**src/rtl/mac_dot_accum.sv**
```systemverilog
`default_nettype none
// ============================================================================
// Module   : mac_dot_accum
// Purpose  : 3-stage multi-lane dot-product MAC with frame accumulator,
//            optional saturation and ready/valid result output.
// Revision : 1.0 - initial release
// ============================================================================
module mac_dot_accum #(
   parameter int A_W      = 8,
   parameter int B_W      = 8,
   parameter int LANES    = 4,
   parameter int ACC_W    = 32,
   parameter int SIGNED   = 0,
   parameter int SATURATE = 1
) (
   input  logic                   clk,
   input  logic                   rst_n,
   input  logic                   in_valid,
   output logic                   in_ready,
   input  logic [LANES*A_W-1:0]   a,
   input  logic [LANES*B_W-1:0]   b,
   input  logic                   in_first,
   input  logic                   in_last,
   output logic                   out_valid,
   input  logic                   out_ready,
   output logic [ACC_W-1:0]       y,
   output logic                   y_ovf
);

   localparam int c_prod_w = A_W + B_W;
   localparam int c_sum_w  = A_W + B_W + $clog2(LANES);
   localparam int c_ext_w  = ACC_W + 1;
   localparam logic [ACC_W-1:0] c_smax = {1'b0, {(ACC_W-1){1'b1}}};
   localparam logic [ACC_W-1:0] c_smin = {1'b1, {(ACC_W-1){1'b0}}};

   generate
      if (ACC_W < c_sum_w) begin : g_acc_w_check
         $error("mac_dot_accum: ACC_W narrower than A_W+B_W+clog2(LANES)");
      end
   endgenerate

   logic w_stall;
   assign w_stall  = out_valid && !out_ready;
   assign in_ready = !w_stall;

   // Stage 1: operand capture
   logic                 r_s1_valid, r_s1_first, r_s1_last;
   logic [LANES*A_W-1:0] r_s1_a;
   logic [LANES*B_W-1:0] r_s1_b;

   always_ff @(posedge clk or negedge rst_n) begin
      if (!rst_n) begin
         r_s1_valid <= 1'b0;
         r_s1_first <= 1'b0;
         r_s1_last  <= 1'b0;
         r_s1_a     <= '0;
         r_s1_b     <= '0;
      end else if (!w_stall) begin
         r_s1_valid <= in_valid;
         r_s1_first <= in_first;
         r_s1_last  <= in_last;
         r_s1_a     <= a;
         r_s1_b     <= b;
      end
   end

   // Stage 2: lane products, extended to the adder-tree width
   logic [c_sum_w-1:0] w_prod_ext [LANES];

   generate
      for (genvar i = 0; i < LANES; i++) begin : g_lane
         if (SIGNED != 0) begin : g_signed
            logic signed [c_prod_w-1:0] w_prod;
            assign w_prod = c_prod_w'($signed(r_s1_a[i*A_W +: A_W])) *
                            c_prod_w'($signed(r_s1_b[i*B_W +: B_W]));
            assign w_prod_ext[i] = c_sum_w'(w_prod);
         end else begin : g_unsigned
            logic [c_prod_w-1:0] w_prod;
            assign w_prod = c_prod_w'(r_s1_a[i*A_W +: A_W]) *
                            c_prod_w'(r_s1_b[i*B_W +: B_W]);
            assign w_prod_ext[i] = c_sum_w'(w_prod);
         end
      end
   endgenerate

   logic [c_sum_w-1:0] w_dot;
   always_comb begin
      w_dot = '0;
      for (int i = 0; i < LANES; i++) begin
         w_dot = w_dot + w_prod_ext[i];
      end
   end

   logic               r_s2_valid, r_s2_first, r_s2_last;
   logic [c_sum_w-1:0] r_s2_sum;

   always_ff @(posedge clk or negedge rst_n) begin
      if (!rst_n) begin
         r_s2_valid <= 1'b0;
         r_s2_first <= 1'b0;
         r_s2_last  <= 1'b0;
         r_s2_sum   <= '0;
      end else if (!w_stall) begin
         r_s2_valid <= r_s1_valid;
         r_s2_first <= r_s1_first;
         r_s2_last  <= r_s1_last;
         r_s2_sum   <= w_dot;
      end
   end

   // Stage 3: accumulate one bit wider than ACC_W so overflow is visible
   logic [ACC_W-1:0]   r_acc;
   logic               r_ovf;
   logic [ACC_W-1:0]   w_base, w_acc_new;
   logic [c_ext_w-1:0] w_base_ext, w_dot_ext, w_res;
   logic               w_ovf, w_ovf_new;

   assign w_base = r_s2_first ? '0 : r_acc;

   generate
      if (SIGNED != 0) begin : g_ext_signed
         assign w_dot_ext  = c_ext_w'($signed(r_s2_sum));
         assign w_base_ext = c_ext_w'($signed(w_base));
         assign w_ovf      = w_res[ACC_W] ^ w_res[ACC_W-1];
      end else begin : g_ext_unsigned
         assign w_dot_ext  = c_ext_w'(r_s2_sum);
         assign w_base_ext = {1'b0, w_base};
         assign w_ovf      = w_res[ACC_W];
      end
   endgenerate

   assign w_res     = w_base_ext + w_dot_ext;
   assign w_ovf_new = (r_s2_first ? 1'b0 : r_ovf) | w_ovf;

   always_comb begin
      w_acc_new = w_res[ACC_W-1:0];
      if (w_ovf && (SATURATE != 0)) begin
         if (SIGNED != 0) begin
            w_acc_new = w_res[ACC_W] ? c_smin : c_smax;
         end else begin
            w_acc_new = '1;
         end
      end
   end

   always_ff @(posedge clk or negedge rst_n) begin
      if (!rst_n) begin
         r_acc     <= '0;
         r_ovf     <= 1'b0;
         y         <= '0;
         y_ovf     <= 1'b0;
         out_valid <= 1'b0;
      end else if (!w_stall) begin
         // Not stalled means the output is empty or transferring this cycle.
         out_valid <= r_s2_valid && r_s2_last;
         if (r_s2_valid) begin
            if (r_s2_last) begin
               y     <= w_acc_new;
               y_ovf <= w_ovf_new;
               r_acc <= '0;
               r_ovf <= 1'b0;
            end else begin
               r_acc <= w_acc_new;
               r_ovf <= w_ovf_new;
            end
         end
      end
   end

endmodule
`default_nettype wire

```
**config.mk**
```make
export PLATFORM = sky130hd
export DESIGN_NAME = mac_dot_accum
export DESIGN_NICKNAME = d
export VERILOG_FILES = /design/src/rtl/mac_dot_accum.sv
export SDC_FILE = /design/constraint.sdc
export NUM_CORES = 1
export LEC_CHECK = 0
export ABC_AREA = 1
export CAP_MARGIN = 10
export CORE_MARGIN = 8
export CORE_UTILIZATION = 57
export CTS_CLUSTER_DIAMETER = 50
export DETAILED_ROUTE_END_ITERATION = 8
export PLACE_DENSITY_LB_ADDON = 0.3
export SLEW_MARGIN = 10
export SYNTH_ARGS = -nofsm -noshare
export SYNTH_HDL_FRONTEND = slang
export SYNTH_SLANG_ARGS = --single-unit
```
**constraint.sdc**
```tcl
create_clock -name clk -period 17.86 [get_ports clk]
set_input_delay 2.679 -clock clk [delete_from_list [all_inputs] [get_ports clk]]
set_output_delay 2.679 -clock clk [all_outputs]
set_load 0.05 [all_outputs]
```
# Yosys cells after proc, flatten, opt, wreduce, memory -nomap -nowiden
# Cells that the tools add are included.
[classes]
n_mux = 5
reduce_logical = 6
multipliers = 4
addsub = 4
n_bitwise = 2
[op_table]
columns = ["cell", "count"]
rows = [
  ["two-way mux 32 bit", 3],
  ["multiplier 8 x 8 -> 16 bit", 4],
  ["adder 32 x 18 -> 33 bit", 1],
  ["adder 17 x 16 -> 18 bit", 1],
  ["adder 18 x 16 -> 18 bit", 1],
  ["adder 16 x 16 -> 17 bit", 1],
  ["AND reduction 3 bit", 1],
  ["logical AND 1 bit", 2],
  ["logical NOT 1 bit", 2],
  ["two-way mux 1 bit", 2],
  ["AND reduction 2 bit", 1],
  ["inverter 1 bit", 1],
  ["OR 1 bit", 1],
]
[word_totals]
word_cells = 35
inputBits = 70
out_inout_bits = 35
ff_bits = 155

# Logic depth before layout (Yosys ltp)
# Gate-level depths: netlist of run 1.
[depth]
ltp_word = 4
depth_mapped = 29
depth_no_buf = 28

# Least setup slack after synthesis of run 1
# No wires, ideal clock.
[synth_timing]
path_kind = "input -> output"
start = "input out_ready"
end = "output in_ready"
arrival_ns = 3.441
required_ns = 15.181
n_path_buf = 1
cell_stages = 3
slack_ns = 11.740
cell_sequence = "nor2_1 > clkinv_1 > clkbuf_1"
[synth_between]
elab_chain_cells = 3
[synth_lines]
columns = ["element", "line", "text"]
rows = [
  ["from (decl)", "25", "input logic out_ready,"],
  ["logical NOT 1 bit", "43", "assign w_stall = out_valid && !out_ready;"],
  ["logical AND 1 bit", "43", ""],
  ["logical NOT 1 bit", "--", ""],
  ["to (decl)", "19", "output logic in_ready,"],
]
# No other way between the ends.

# Final worst setup path of run 1
# Same ends and word-level chain as after synthesis.

==> metrics.csv, run 1 <==
metric,value,unit
I/O Buffers,104,
#FFs+latches synth,155,
largest family of logic cells by synthesized area,adder cells,
Die Y,193.2,um
post-synthesis cell area,17890,um2
Yosys top cell by area,fa_1,
Ys Warns,0,
drt first-iter violations,750,
Critical Path Fanout Max,48,
Antenna Nets Post-Route,0,
Synth top cells by count,"nand2_1, inv_1, fa_1, dfrtp_1, ha_1",
via count,14200,
final worst-path cycle share,40.09,%
clock skew,0.01387,ns
CTS Buffer Depth,2,
GP Congestion,0.9025,
layout cell share with drive strength beyond 1,3.852,%
"Async S/R FF share, synth",100.0,%
Die W,193.2,um
I/O pins,105,
Final Critical Period,7.159,ns
CTS Root Buffer Type,clkbuf_16,
Core Region,31230,um2
synth top area cells,"fa_1, dfrtp_1, nand2_1",
Core Rows,65,
Worst-path clk slew,0.07,ns
Die ar.,37320,um2
TritonCTS Buffers,17,
Slew @ Worst Pin,0.9353,ns
routed wire length,42940,um
Mapped Nets,2840,
Setup crit start,out_ready,
first-pass GRT wire length,72530,um
hold_buf cts,0,
DRC viols,0,
worst r2r src,r_s1_b[24],
count of pins over their slew limit,0,
CTS tree,done,
fmax,139.7,MHz
Worst Hold Launch,y[22],
Post-Syn Instances,2398,
Post-CTS Setup Bufs,0,
P&R area growth vs syn,9.635,%
Synth Area in Simple Gates,23.85,%
Post-synth EDFFs,0,
post_cts resized,0,
Final Util,62.82,%
"Distinct cells, synth",39,
depth of the CTS H-tree,4,
syn_area_per_cell,7.462,um2
total track usage,24.95,%
First-pass DRT Iterations,7,
initial core utilization,57.30,%
CTS Sinks,155,
Antenna diodes,0,
RSZ-0062 raised after global routing,no,
grt ovf,0,
Slew HR,37.65,%
Post-DP HPWL,35290,um
max-cap violations,0,
Layout Nets,2869,
initial antenna violation count,0,
Yosys top cell area share,25.17,%
worst setup path category,input port to primary output,
CP startpoint kind,input port,
vias in the first global route,14930,
sequential share of the synthesized area,21.68,%
endpoint type of the worst setup path,primary output,
worst hold path type,register to register,
adder-cell share of the synthesized area,35.45,%
Worst-Skew Late Latency,0.46,ns
Critical Path RT,15.18,ns
setup_tns,0,ns
status,"finished, final reports clean",
Vias per Instance,4.997,
cell with the most instances after synthesis,nand2_1,
XOR/XNOR share of the synthesized area,1.028,%
post-synthesis compound-gate area fraction,2.594,%
WP data arrival,4.48,ns
final hold vios,0,
main flop type after synthesis,dfrtp_1,
WL/cell,15.11,um
final setup fails,0,
post-synthesis mux area share,0,%
pin count of the biggest net entering global routing,100,
-- critical path: stages --
cell and delay (ns):
clkdlybuf4s50_1 0.44, nor2_4 0.11, buf_4 0.43, inv_2 0.07
clkdlybuf4s50_1 0.72
-- cells in the final DEF, fill, tap and decap left out, types with 9 or more instances in the layout --
master	count
o21ai_0	30
nand3_1	45
a21oi_1	24
ha_1	147
clkdlybuf4s50_1	103
inv_1	607
nand3_2	20
nand2_1	847
nand4_1	9
xor2_1	16
nor2_1	90
a31oi_1	10
nand2_2	9
fa_1	225
clkbuf_16	17
dfrtp_1	155
-- state kept, by name, indices dropped and copies added, names as in the netlist, 18 cells and up --
name and cells:
r_acc 32, r_s2_sum 18, y 32, r_s1_a 32, r_s1_b 32
-- kinds of logic (layout without fill, tap and decap cells) --
kind of cell	after synthesis	in the layout
adder cells (fa/ha/maj)	372	372
AO/OA/AOI/OAI	84	84
buffers and inverters	715	757
flip-flops	155	155
AND/OR/NAND/NOR	1051	1051
XOR/XNOR	21	21
-- metal layers --
metal	wire length (um)	track usage, %
met2	22370	45.31
met4	1665	10.21
met5	0	0
met1	17110	28.93
met3	1791	4.155
-- layout make-up --
type	count	area (um2)
sequential	155	3879
multi-input combinational	1528	11270
clock buffer	18	429.2
clock inverter	14	130.1
fill	2816	11610
tap	402	503.0
timing repair buffer	112	1102
inverter	613	2306
-- through the flow --
stage / setup WS, ns / cells / cell area, um2 / hold WS [ns]
2_1_floorplan: 11.74 / 2398 / 17890 / 0.4488
3_3_place_gp: 10.68 / 2810 / 19060 / 0.4631
3_5_place_dp: 10.69 / 2810 / 19060 / 0.4643
4_1_cts: 10.67 / 2842 / 19620 / 0.4837
5_1_grt: 10.58 / 2842 / 19620 / 0.4962
6_report: 10.70 / 2842 / 19620 / 0.4783
-- path summary, 6_finish.rpt --
| kind | end | slack, ns | cells past startpoint |
|---|---|---|---|
| min reg2reg | y[22] | 0.48 | 2 |
| max in group asynchronous | r_s1_a[15] | 14.15 | 2 |
| min | y[22] | 0.48 | 2 |
| min in group asynchronous | y[1] | 2.33 | 1 |
| max | in_ready | 10.70 | 5 |
| max reg2reg | r_s2_sum[10] | 11.51 | 22 |
Power of run 1 is left out: the tool's default activity adds up to more than one toggle a clock period on the data nets, which glitch-free logic cannot reach.
==> inputs of run 2 (changes only) <==
Settings changed: CORE_UTILIZATION 57 to 56.
Clock period 17.86 ns to 6.2 ns, I/O delays scaled along.
==> run 2 against run 1 <==
Final area is 4.0% higher. Routed wire length is 6.4% higher. Critical path depth is 15 higher. Critical endpoint is now r_s2_sum[10].
==> metrics.csv, run 2 (synthesis gave the netlist of run 1 again) <==
metric,value,unit
status,"finished, final reports clean",
"commonest non-fill, non-tap cell in the layout",nand2_1,
final worst-path cycle share,97.07,%
Vias per Instance,4.985,
Antenna Nets Post-Route,0,
DP Area,19380,um2
Antenna diodes,0,
layout cell share with drive strength beyond 1,9.952,%
max-cap violations,0,
Slew @ Worst Pin,0.9915,ns
TritonCTS Buffers,17,
final setup fails,0,
Critical Path RT,6.55,ns
RSZ-0062 raised after global routing,yes,
worst hold endpoint,y[26],
Post-DP HPWL,37580,um
depth of the CTS H-tree,4,
first-pass GRT wire length,75620,um
Worst-path clk slew,0.07,ns
total track usage,25.04,%
CTS Buffer Depth,2,
fmax,166.2,MHz
endpoint type of the worst setup path,register,
worst r2r src,r_s1_b[18],
setup_tns,0,ns
final hold vios,0,
pre-CTS WS,-0.09386,ns
Worst Hold Launch,y[26],
I/O pins,105,
vias in the first global route,15180,
via count,14480,
Die Y,194.8,um
r2r worst-path depth,20,
Die W,194.8,um
clock skew,0.01826,ns
Final Critical Period,6.018,ns
"commonest non-fill, non-tap cells in the layout","nand2_1, inv_1, fa_1",
DRC viols,0,
I/O Buffers,104,
count of pins over their slew limit,0,
GP Congestion,0.9644,
Core Rows,65,
Finished Cell Area,20410,um2
flop2flop setup slack,0.18,ns
initial antenna violation count,0,
WHS,0.4782,ns
grt ovf,0,
post-route setup slack,0.1817,ns
Worst-Skew Late Latency,0.47,ns
Slew HR,33.90,%
Core Region,31560,um2
First-pass DRT Iterations,5,
CP startpoint kind,register,
drt first-iter violations,736,
WP data arrival,6.37,ns
Die ar.,37930,um2
CTS Root Buffer Type,clkbuf_16,
Critical Path Fanout Max,8,
initial core utilization,56.71,%
CTS tree,done,
pin count of the biggest net entering global routing,106,
WHS Path Cells,2,
routed wire length,45710,um
P&R area growth vs syn,14.07,%
WL/cell,15.74,um
capture point of the worst reg-to-reg path,r_s2_sum[10],
CTS Sinks,155,
Layout Nets,2931,
worst hold path type,register to register,
worst setup path category,register to register,
-- run 2: changes by cell type in the layout (fill, tap and decap cells not counted), sizes merged --
cell	change
clkinv	-3
inv	+1
clkinvlp	+2
buf	+62
-- run 2: critical path: stages, from the launching register on --
cell	delay, ns
dfrtp_2	0.48
nand2_1	0.11
inv_1	0.06
fa_1	0.50
inv_1	0.05
fa_1	0.54
inv_1	0.06
fa_1	0.50
fa_1	0.59
fa_1	0.44
fa_1	0.54
fa_1	0.45
fa_1	0.54
ha_4	0.23
a21oi_4	0.15
o21ai_1	0.09
a21oi_1	0.12
inv_1	0.06
or2_2	0.26
nand3_1	0.07
nand2_1	0.06
-- run 2: area by class of cell --
cell class              instances  area [um2]
clock buffers                  18       439.2
inverters                     613        2306
repair buffers                174        1597
fillers                      2813       11140
flip-flops and latches        155        3935
well taps                     402       503.0
multi-input cells            1528       11500
clock inverters                14       127.6
-- run 2: worst max path at each step --
stage	start	endpoint	slack, ns	cells past startpoint
after floorplan	r_s1_a[29]	r_s2_sum[10]	0.19	25
after global placement	r_s1_a[28]	r_s2_sum[10]	0.009	21
after detailed placement	r_s1_b[2]	r_s2_sum[15]	-0.09	22
after CTS	r_s1_b[26]	r_s2_sum[17]	0.004	23
after global routing	r_s1_a[3]	r_s2_sum[11]	-0.09	22
final	r_s1_b[18]	r_s2_sum[10]	0.18	20
-- run 2: what timing repair did --
action / 4_1_cts / 5_1_grt
endpoints found under the hold margin: 0 / 0
hold buffers: 0 / 0
gates resized for setup: 13 / 94
setup buffers: 0 / 19
pin swaps: 0 / 24
endpoints found under the setup margin: 9 / 11
-- run 2: per-stage QoR --
step	std cells	util (%)
CTS	2885	63.27
finish	2904	64.69
global route	2904	64.69
global placement	2853	61.42
floorplan	2398	-
detailed placement	2853	61.42
-- run 2: layer usage --
metal	GRT usage, %	part of all wire [%]	vias to the layer above
met5	0	0	-
met4	9.349	3.8	0
met3	3.645	4.3	96
met2	45.79	52	353
met1	29.42	40	6969
li1	-	-	7058
Power of run 2 is left out for the same reason.
